===== src/rtl/ram_port_arbiter.sv =====
// Shares the single system RAM port among NREQ cache requesters. Owners are chosen
// round-robin, aged requesters override that order, and an owner may burst up to MAXBURST words.
package cpu_types_pkg;
    typedef enum logic [1:0] {
        FREE   = 2'b00,
        BUSY   = 2'b01,
        ACCESS = 2'b10,
        ERROR  = 2'b11
    } ramstate_t;
endpackage

module ram_port_arbiter
    import cpu_types_pkg::*;
#(
    parameter int NREQ     = 4,
    parameter int MAXBURST = 2,
    parameter int STARVE   = 8
) (
    input  logic                    CLK,
    input  logic                    nRST,
    input  logic [NREQ-1:0]         req_ren,
    input  logic [NREQ-1:0]         req_wen,
    input  logic [NREQ-1:0][31:0]   req_addr,
    input  logic [NREQ-1:0][31:0]   req_store,
    output logic [NREQ-1:0]         req_wait,
    output logic [NREQ-1:0][31:0]   req_load,
    output logic                    ramREN,
    output logic                    ramWEN,
    output logic [31:0]             ramaddr,
    output logic [31:0]             ramstore,
    input  logic [31:0]             ramload,
    input  ramstate_t               ramstate,
    output logic                    grant_valid,
    output logic [$clog2(NREQ)-1:0] grant_id,
    output logic                    err
);
    localparam int              IDW        = $clog2(NREQ);
    localparam int              BW         = (MAXBURST > 1) ? $clog2(MAXBURST) : 1;
    localparam logic [3:0]      AGE_MAX    = 4'd15;
    localparam logic [3:0]      STARVE_AGE = 4'(STARVE);
    localparam logic [BW-1:0]   LAST_BEAT  = BW'(MAXBURST - 1);

    typedef enum logic {IDLE, XFER} state_t;

    state_t               state;
    logic [IDW-1:0]       owner;
    logic [IDW-1:0]       rr_ptr;
    logic [IDW-1:0]       pick;
    logic [IDW-1:0]       scan_idx;
    logic [IDW-1:0]       next_ptr;
    logic [BW-1:0]        beat;
    logic [NREQ-1:0][3:0] age;
    logic [NREQ-1:0]      active;
    logic                 any_active;
    logic                 xfer;
    logic                 done;
    logic                 own_active;
    logic                 own_wr;
    logic                 own_rd;

    assign active     = req_ren | req_wen;
    assign any_active = |active;
    assign xfer       = (state == XFER);
    assign own_active = active[owner];
    assign own_wr     = req_wen[owner];
    assign own_rd     = req_ren[owner] & ~own_wr;
    assign done       = xfer && (ramstate == ACCESS);
    assign next_ptr   = (owner == IDW'(NREQ - 1)) ? '0 : owner + 1'b1;

    // Both scans run high-to-low so the last hit is the winner: the first active
    // index at or after rr_ptr, then overridden by the lowest starved index.
    always_comb begin
        // NOTE: every always_comb output gets a default first so no path can infer a latch.
        pick     = rr_ptr;
        scan_idx = '0;
        for (int k = NREQ - 1; k >= 0; k--) begin
            scan_idx = IDW'((int'(rr_ptr) + k) % NREQ);
            if (active[scan_idx]) pick = scan_idx;
        end
        for (int i = NREQ - 1; i >= 0; i--) begin
            if (active[i] && (age[i] >= STARVE_AGE)) pick = IDW'(i);
        end
    end

    always_comb begin
        req_wait = '1;
        req_load = '0;
        if (done) begin
            req_wait[owner] = 1'b0;
            if (own_rd) req_load[owner] = ramload;
        end
    end

    // The bus is driven straight from the owner's live request so each burst beat
    // picks up the owner's new address without an extra register stage.
    assign ramREN   = xfer && own_rd;
    assign ramWEN   = xfer && own_wr;
    assign ramaddr  = xfer ? req_addr[owner]  : '0;
    assign ramstore = xfer ? req_store[owner] : '0;
    assign err      = xfer && (ramstate == ERROR);
    assign grant_id = owner;

    // NOTE: sequential state uses non-blocking assignments only, so every register
    // samples pre-edge values and the later age clear cleanly overrides the increment.
    always_ff @(posedge CLK or negedge nRST) begin
        if (!nRST) begin
            state       <= IDLE;
            owner       <= '0;
            rr_ptr      <= '0;
            beat        <= '0;
            age         <= '0;
            grant_valid <= 1'b0;
        end else begin
            for (int i = 0; i < NREQ; i++) begin
                if (!active[i])
                    age[i] <= '0;
                else if (!(xfer && (owner == IDW'(i))) && (age[i] != AGE_MAX))
                    age[i] <= age[i] + 1'b1;
            end

            case (state)
                IDLE: begin
                    if (any_active) begin
                        age[pick]   <= '0;
                        owner       <= pick;
                        beat        <= '0;
                        grant_valid <= 1'b1;
                        state       <= XFER;
                    end
                end
                XFER: begin
                    if ((ramstate == ERROR) || (!done && !own_active)) begin
                        rr_ptr      <= next_ptr;
                        grant_valid <= 1'b0;
                        state       <= IDLE;
                    end else if (done) begin
                        beat <= beat + 1'b1;
                        if (!(own_active && (beat < LAST_BEAT))) begin
                            rr_ptr      <= next_ptr;
                            grant_valid <= 1'b0;
                            state       <= IDLE;
                        end
                    end
                end
                default: state <= IDLE;
            endcase
        end
    end
endmodule


===== config.mk =====
export PLATFORM = sky130hd
export DESIGN_NAME = ram_port_arbiter
export DESIGN_NICKNAME = d
export VERILOG_FILES = /design/src/rtl/ram_port_arbiter.sv
export SDC_FILE = /design/constraint.sdc
export NUM_CORES = 1
export LEC_CHECK = 0
export BUFFER_PORTS_ARGS = -buffer_cell sky130_fd_sc_hd__buf_2
export CORE_AREA = 2 2 196 198
export DETAILED_ROUTE_END_ITERATION = 10
export DIE_AREA = 0 0 198 200
export SLEW_MARGIN = 5
export SYNTH_ARGS = -nofsm -noshare
export SYNTH_HDL_FRONTEND = slang
export SYNTH_SLANG_ARGS = --single-unit

===== constraint.sdc =====
create_clock -name CLK -period 2.4 [get_ports CLK]
set_input_delay 0.24 -clock CLK [delete_from_list [all_inputs] [get_ports CLK]]
set_output_delay 0.24 -clock CLK [all_outputs]
set_load 0.02 [all_outputs]

==> results.md, run 1 <==
- The run finished, with violations left.
- The final reports fail on setup timing.
- The topmost layer with routed signal wires is met5.
- The clock transition time at the flip-flop clock pins of the worst setup and hold paths is roughly 60 ps.
- The proportion of synthesized chip area in sequential cells is 0.125.
- During I/O placement, the number of pins put on the boundary was 502.
- The mean instance size in the synthesized netlist is around 9.6 um^2.
- Headroom to the max-slew limit came out at 0.513.
- The final count of hold timing violations is 0.
- The detailed placer's ending HPWL is around 22 mm.
- The clock passes through at most 2 buffers.
- Of the post-synthesis cell area, the dominant cell type holds 0.329.
- The worst endpoint required time is about 2200 ps.
- In this run the horizontal extent of the chip is about 200 um.
- For this run, the leading register cell type out of synthesis is sky130_fd_sc_hd__dfrtp_1.
- The clock tree root buffer cell is sky130_fd_sc_hd__clkbuf_16.
- Setup total negative slack on the finished layout was measured at -399 ps.
- The category of the worst setup path launch point is a register.
- In the routed design, unresolved DRC markers number 0.
- The area growth from synthesis to layout is 83.2%.
- Yosys printed 0 warnings.
- The post-layout worst setup margin is -26.7 ps.
- The final-stage net count is between 1000 and 1500.
- The per-cell via count in the routed design is approximately 4.0.
- The number of global-route vias before repair came to roughly 6000.
- The count of final max-slew check failures is 0.
- Final hold analysis gives a worst-case slack of approximately 450 ps.
- Registers take ~580 um^2.
- The total length of routed met3 wires is roughly 2.1 mm.
- In this run the standard cell core region covers ~0.037 mm^2.
- The number of synthesized flops with an enable pin is 0.
- The floorplan row count is just over 70.
- The post-route met1 wirelength is 9.54 mm.
- The number of storage elements in the synthesis netlist is 23.
- The analysis attributes to cell leakage a power of 4.14 nW.
- The netlist area before placement is 0.00459 mm^2.
- The area of combinational cells with multiple inputs is roughly 0.0037 mm^2.
- The worst hold path was traced through 3 stages.
- The number of DRC violations after detailed-routing iteration 0 is 281.
- The worst setup skew after layout is ~3.4 ps.
- The number of distinct standard cells referenced by the synthesized netlist is 50.
- Setup repair after global routing could not meet its margin everywhere.
- The number of clock sinks is 23.
- For this run, the detailed router's first-pass iteration total came to 4.
- Of all nets on the critical path, the largest fanout is 32.
- Buffers inserted during clock tree synthesis total 3.
- The critical path in this run is classified as reg -> out.
- The later-pin clock latency in the skew report is roughly 260 ps.
- TritonCTS built the clock tree.
- The count of max-cap constraint violations is 0.
- The worst hold path belongs to the class in -> reg.
- The total track usage is 0.119.
- The initial core utilization is 0.123.
- The portion of the clock cycle consumed by the worst path in the final layout is 1.01.
- The H-tree depth is 1.
- The routed length on met2 is ~13 mm.
- By area the synthesized netlist is led by sky130_fd_sc_hd__mux4_2 (33%), sky130_fd_sc_hd__and2_1 (27%), sky130_fd_sc_hd__dfrtp_1 (13%), sky130_fd_sc_hd__ha_1 (3.3%), sky130_fd_sc_hd__buf_6 (3.2%).
- Sorting the synthesized cells by how often they occur yields sky130_fd_sc_hd__and2_1 (196), sky130_fd_sc_hd__mux4_2 (67), sky130_fd_sc_hd__dfrtp_1 (23).
- The power per cell area is 865 mW/mm^2.
- When the netlist entered floorplanning its net count stood at ~800.
- The number of filler instances in the final layout is ~4000.
- In this run the remaining antenna-violating nets after routing total 0.
- In the final layout, the share of cells above drive strength 1 is 0.631.
- The cell type with the largest total area after synthesis is sky130_fd_sc_hd__mux4_2.
- Summed over all layers, the global routing overflow is 0.
- For this run, asynchronously set or reset flops after synthesis account for 1.00.
- STA classifies the critical path endpoint as an output pin.
- The maximum number of pins on one net before global-route repair is 66.
- Routability-driven placement finished with a final weighted congestion of 0.895.
- The number of buffers inserted by port buffering is roughly 500.
- VDD sags by at most 0.509 mV.
- The first global-routing pass estimated around 36 mm of wire.
- The count of cells in the finished layout, fillers not included, comes to between 1000 and 1500.
- The routed layout has between 5000 and 6000 vias.
- The worst register-to-register path has a depth of 7.
- For this block, the routed nets add up to 25.6 mm of wire.
- The cell with the most instances after synthesis is sky130_fd_sc_hd__and2_1.
- Synthesis produced a netlist whose cell count is between 400 and 500.
- At the worst endpoint, the arrival time is 2190 ps.
- The final setup violation count is 50.
- The height of the chip is approximately 200 um.
- The maximum frequency from static timing analysis is between 0.4 and 0.5 GHz.
- The post-detailed-route wirelength per cell is 17.2 um.
- Counting tap cells, the placed design contains a total of between 1000 and 1500 instances.
- For the finished layout, the period the worst path requires is approximately 2400 ps.
- The die covers 0.0396 mm^2.
- At the pin with the least slew margin, the transition time is roughly 730 ps.
- The initial antenna violation count is 6.
critical path: stages (launching register included):
cell                      delay, ps
sky130_fd_sc_hd__dfrtp_4        450
sky130_fd_sc_hd__mux4_2         540
sky130_fd_sc_hd__nor2b_4        190
sky130_fd_sc_hd__nand2_4        110
sky130_fd_sc_hd__nor2_4         140
sky130_fd_sc_hd__buf_12         180
sky130_fd_sc_hd__and2_1         150
sky130_fd_sc_hd__buf_4          140
state kept, by name, indices dropped and copies added, names as in the netlist:
name and flops:
state 1, grant_valid 1, grant_id 2, age 16, beat 1, rr_ptr 2
report_power, final:
part | internal [mW] | total [mW] | switching, mW
registers | 0.568 | 0.796 | 0.228
logic | 2.82 | 6.11 | 3.29
clock network | 0.226 | 0.368 | 0.143
total | 3.61 | 7.28 | 3.66
logic make-up after synthesis:
group	Yosys count	synth area share
AO/OA/AOI/OAI	48	0.0716
XOR/XNOR	9	0.0172
flip-flops	23	0.125
adder cells (fa/ha/maj)	12	0.0327
buffers and inverters	50	0.0651
AND/OR/NAND/NOR	269	0.355
multiplexers	69	0.333
metal layers:
metal | vias to the layer above | GRT usage
met3 | 48 | 0.0230
met1 | 2837 | 0.130
li1 | 2704 | -
met5 | - | 0
met4 | 4 | 0.0465
met2 | 402 | 0.227
final timing paths:
kind | slack, ps | end | from
worst min-delay path | 450 | age[15] | req_wen[3]
min in group asynchronous | 490 | age[10] | nRST
worst max register to register | 410 | age[11] | grant_id[0]
max in group asynchronous | 1520 | grant_id[0] | nRST
worst min register to register | 490 | grant_valid | grant_valid
worst max-delay path | -30 | req_load[90] | grant_id[0]
area by class of cell:
type	instances	share of cell area
Multi-Input combinational cell	407	0.443
Timing Repair Buffer	524	0.396
Tap cell	511	0.0760
Sequential cell	23	0.0691
Clock buffer	3	0.00892
Inverter	11	0.00491
Antenna cell	4	0.00119
Clock inverter	1	0.000892
cells in the final DEF, fill, tap and decap left out, types with 2 or more instances in the layout:
master and instances:
sky130_fd_sc_hd__buf_2 377, sky130_fd_sc_hd__and2_1 194, sky130_fd_sc_hd__buf_4 75, sky130_fd_sc_hd__mux4_2 67
sky130_fd_sc_hd__buf_6 64, sky130_fd_sc_hd__dfrtp_1 20, sky130_fd_sc_hd__nand2_1 17, sky130_fd_sc_hd__nor2_1 13
sky130_fd_sc_hd__a21oi_1 12, sky130_fd_sc_hd__ha_1 12, sky130_fd_sc_hd__inv_1 11, sky130_fd_sc_hd__nand3_1 9
sky130_fd_sc_hd__o21ai_0 8, sky130_fd_sc_hd__nor3_1 6, sky130_fd_sc_hd__xnor2_1 6, sky130_fd_sc_hd__a32oi_1 5
sky130_fd_sc_hd__nand4_1 5, sky130_fd_sc_hd__buf_12 5, sky130_fd_sc_hd__diode_2 4, sky130_fd_sc_hd__nor2_4 4
sky130_fd_sc_hd__a21o_1 4, sky130_fd_sc_hd__clkbuf_16 4, sky130_fd_sc_hd__nand2b_1 3, sky130_fd_sc_hd__xor2_1 3
sky130_fd_sc_hd__a211oi_1 3, sky130_fd_sc_hd__a22o_1 3, sky130_fd_sc_hd__and2_4 2, sky130_fd_sc_hd__or2_2 2
sky130_fd_sc_hd__o2111ai_1 2, sky130_fd_sc_hd__and3_1 2, sky130_fd_sc_hd__a31oi_1 2, sky130_fd_sc_hd__nand4b_1 2
sky130_fd_sc_hd__o21a_1 2, sky130_fd_sc_hd__dfrtp_2 2
through the flow:
stage	setup WS, ps	power, mW	utilization	instance area, um^2
global route	-116	7.88	0.225	8420
floorplan	37.2	4.82	-	4590
CTS	-49.4	7.21	0.218	8170
finish	-26.7	7.28	0.225	8420
detailed placement	92.6	6.72	0.206	7690
global placement	125	6.66	0.206	7690
what timing repair did:
| item | in CTS | in global routing |
|---|---|---|
| setup endpoints to repair | 156 | 156 |
| hold endpoints to repair | 23 | 0 |
| cloned | 0 | 1 |
| gates resized for setup | 130 | 62 |
| setup buffers | 2 | 2 |
| hold buffers | 1 | 0 |
| pin swaps | 0 | 1 |
No activity file was read; power rests on OpenSTA's default activity.
==> run 2, diff against run 1 <==
--- a/config.mk
+++ b/config.mk
@@ -9,6 +9,7 @@
 export CORE_AREA = 2 2 196 198
 export DETAILED_ROUTE_END_ITERATION = 10
 export DIE_AREA = 0 0 198 200
+export SKIP_CTS_REPAIR_TIMING = 1
 export SLEW_MARGIN = 5
 export SYNTH_ARGS = -nofsm -noshare
 export SYNTH_HDL_FRONTEND = slang
==> constraint.sdc (replaced) <==
create_clock -name CLK -period 2.1 [get_ports CLK]
set_input_delay 0.21 -clock CLK [delete_from_list [all_inputs] [get_ports CLK]]
set_output_delay 0.21 -clock CLK [all_outputs]
set_load 0.02 [all_outputs]
==> run 2 against run 1 <==
Compared with the run above: the flow still finishes with violations (setup timing); sequential power grew 15%; register-to-register slack lost 210 ps; wire length grew 4.4%; clock power rose by 14%; critical endpoint is now req_load[121]; via count grew 1.8%; clock skew is 1.3 ps lower; setup slack lost 350 ps; sequential cell count unchanged; sequential share of layout area is 0.22 points lower; global-route usage fell by 0.29 points; final cell count increased by 1.2%; non-clock buffer count is 15 higher.
==> results.md, run 2 (synthesis results as in run 1) <==
- The final weighted congestion in routability-driven placement is 0.916.
- Summing all non-filler instances in the final layout gives an area of a little under 0.009 mm^2.
- The later-pin clock latency in the skew report is between 200 and 300 ps.
- The final setup violation count is a little under 200.
- The power per cell area is 964 mW/mm^2.
- The number of buffers inserted by port buffering is 501.
- The initial antenna violation count was 8.
- The category of the worst setup path launch point is a register.
- The wire-length estimate of the detail-placed layout is 22.1 mm.
- Tracing the worst setup path back leads to its startpoint at grant_id[0].
- The leftover overflow at the end of global routing is 0.
- The post-layout worst setup margin is -372 ps.
- For this run, global-route usage on met3 was measured as 0.0225.
- The worst setup path is captured at an output pin.
- The critical path ends at req_load[121].
- Derived from the worst setup path, the maximum achievable clock frequency is 0.405 GHz.
- The number of global-route vias before repair was roughly 5700.
- The first detailed-routing pass ran for 4 iterations.
- After clock tree synthesis, the clock-pin slew on the worst setup and hold paths is 60 ps.
- The count of final max-slew check failures was 0.
- In this run the critical register-to-register path is captured at age[7].
- In this run the critical register-to-register path is launched from grant_id[0].
- In this run the most used layer during global routing was met2.
- In this run the number of H-tree levels came out at 1.
- The clock tree root buffer cell is sky130_fd_sc_hd__clkbuf_16.
- The worst setup skew after layout is 2.15 ps.
- The tool flagged a number of max-cap violations equal to 0.
- Of the cells placed in the final design, the portion with a size suffix greater than 1 is 0.669.
- The total clock buffers created by CTS is 3.
- The routed design has 26.7 mm of wire.
- The number of non-filler instances in the completed layout is 1502.
- The first global-routing pass estimated approximately 35 mm of wire.
- The DRC violation count after routing is 0.
- The area growth from synthesis to layout is 89.3%.
- The post-route minimum period is between 2000 and 2500 ps.
- The height of the chip is about 200 um.
- The floorplan row count is between 70 and 80.
- The headroom to the max-slew limit is 0.646.
- The min-delay analysis places its worst path in the category in -> reg.
- The floorplan core area is 0.0374 mm^2.
- The final-stage net count is ~1300.
- For this block, the initial DRC count from the detailed router was 162.
- The total vias in the final route is 6105.
- The worst hold slack is ~430 ps.
- The die extent in x is 198 um.
- The count of nets left with antenna violations once routing finished came out at 0.
- Of the available clock period, the critical path in the final layout requires 1.18.
- Leaving out fill and tap cells, the most frequent cells in the layout are sky130_fd_sc_hd__buf_2 (399), sky130_fd_sc_hd__and2_1 (163), sky130_fd_sc_hd__buf_6 (72), sky130_fd_sc_hd__mux4_2 (67), sky130_fd_sc_hd__buf_4 (52).
- The most flop-heavy register is age.
- TritonCTS built the clock tree.
- For this run, the total global-route usage over all layers was measured as 0.117.
- The register with the most flip-flops in the layout has 16 of them.
- The instance area at placement is a little under 0.008 mm^2.
- The arrival time reported for the critical path endpoint is about 2300 ps.
- The maximum buffer depth of the clock tree is 2.
- The initial core utilization is 0.123.
- Setup repair after global routing could not meet its margin everywhere.
- The worst register-to-register path has a setup slack of ~200 ps.
- For this design the static power due to leakage is between 4 and 5 nW.
- The design draws 8.39 mW.
- The library cell used most frequently in the layout, excluding fill and tap cells, is sky130_fd_sc_hd__buf_2.
- Once placement completed, the tool counted placed cells totaling ~1500.
- The run finished, with violations left.
- The die covers ~0.040 mm^2.
- The worst endpoint required time is roughly 1900 ps.
- Entering global routing, the biggest net connects between 60 and 70 pins.
- The final reports fail on setup timing.
- The post-detailed-route wirelength per cell is 17.8 um.
- The worst register-to-register path has a depth of 7.
- The per-cell via count in the routed design is 4.06.
- In this run the worst path has a maximum fanout of 8.
- The final count of hold timing violations is 0.
- For this run, global-route usage on met1 was measured as 0.130.
- At the pin with the least slew margin, the transition time is ~530 ps.
- For this run, global-route usage on met2 was measured as 0.226.
- The number of clock sinks is 23.
- The largest vdd supply drop is 0.510 mV.
- The critical path in this run is classified as reg -> out.
- The number of I/O pins is about 500.
- The share of the core filled with cells in the final layout is 0.233.
run 2: changes by cell type in the layout (fill, tap and decap cells not counted), sizes merged:
cell / previous run / this run
buf: 522 / 534
clkbuf: 4 / 7
clkinvlp: 1 / 0
diode: 4 / 7
clkinv: 0 / 1
run 2: cell type report:
cell class | instances | area (um^2)
timing repair buffer | 539 | 3520
multi-input combinational | 407 | 3810
fill | 4017 | 28700
clock inverter | 1 | 5.00
antenna | 7 | 17.5
clock buffer | 3 | 75.1
inverter | 11 | 41.3
tap | 511 | 639
sequential | 23 | 582
run 2: critical path, cell delays in order (launching register included):
cell	delay, ps
sky130_fd_sc_hd__dfrtp_4	500
sky130_fd_sc_hd__buf_4	140
sky130_fd_sc_hd__mux4_2	410
sky130_fd_sc_hd__nor2b_4	160
sky130_fd_sc_hd__nand2_4	130
sky130_fd_sc_hd__nor2_4	50
sky130_fd_sc_hd__buf_12	140
sky130_fd_sc_hd__clkbuf_16	160
sky130_fd_sc_hd__and2_1	170
sky130_fd_sc_hd__buf_6	130
run 2: through the flow:
stage,setup slack [ps],TNS (ps)
2_1_floorplan,0.962,0
5_1_grt,-444,-63750
3_3_place_gp,-137,-7220
4_1_cts,-479,-58840
3_5_place_dp,-187,-11360
6_report,-372,-47200
run 2: how the worst min path moves through the flow:
stage | to | startpoint | cells past startpoint
5_1_grt | state | req_ren[0] | 4
6_report | age[10] | req_wen[2] | 4
4_1_cts | age[3] | nRST | 1
3_5_place_dp | age[9] | nRST | 1
2_1_floorplan | age[0] | nRST | 0
3_3_place_gp | age[9] | nRST | 1
run 2: per-layer routing:
metal  up-vias  part of all wire
met5         -            0.0012
met4         4             0.032
met3        46             0.077
met2       386              0.53
met1      2929              0.36
li1       2740                 -
run 2: power by group:
part           internal [mW]  switching (mW)
sequential             0.649           0.269
combinational           3.28            3.77
clock                  0.257           0.164
total                   4.19            4.20
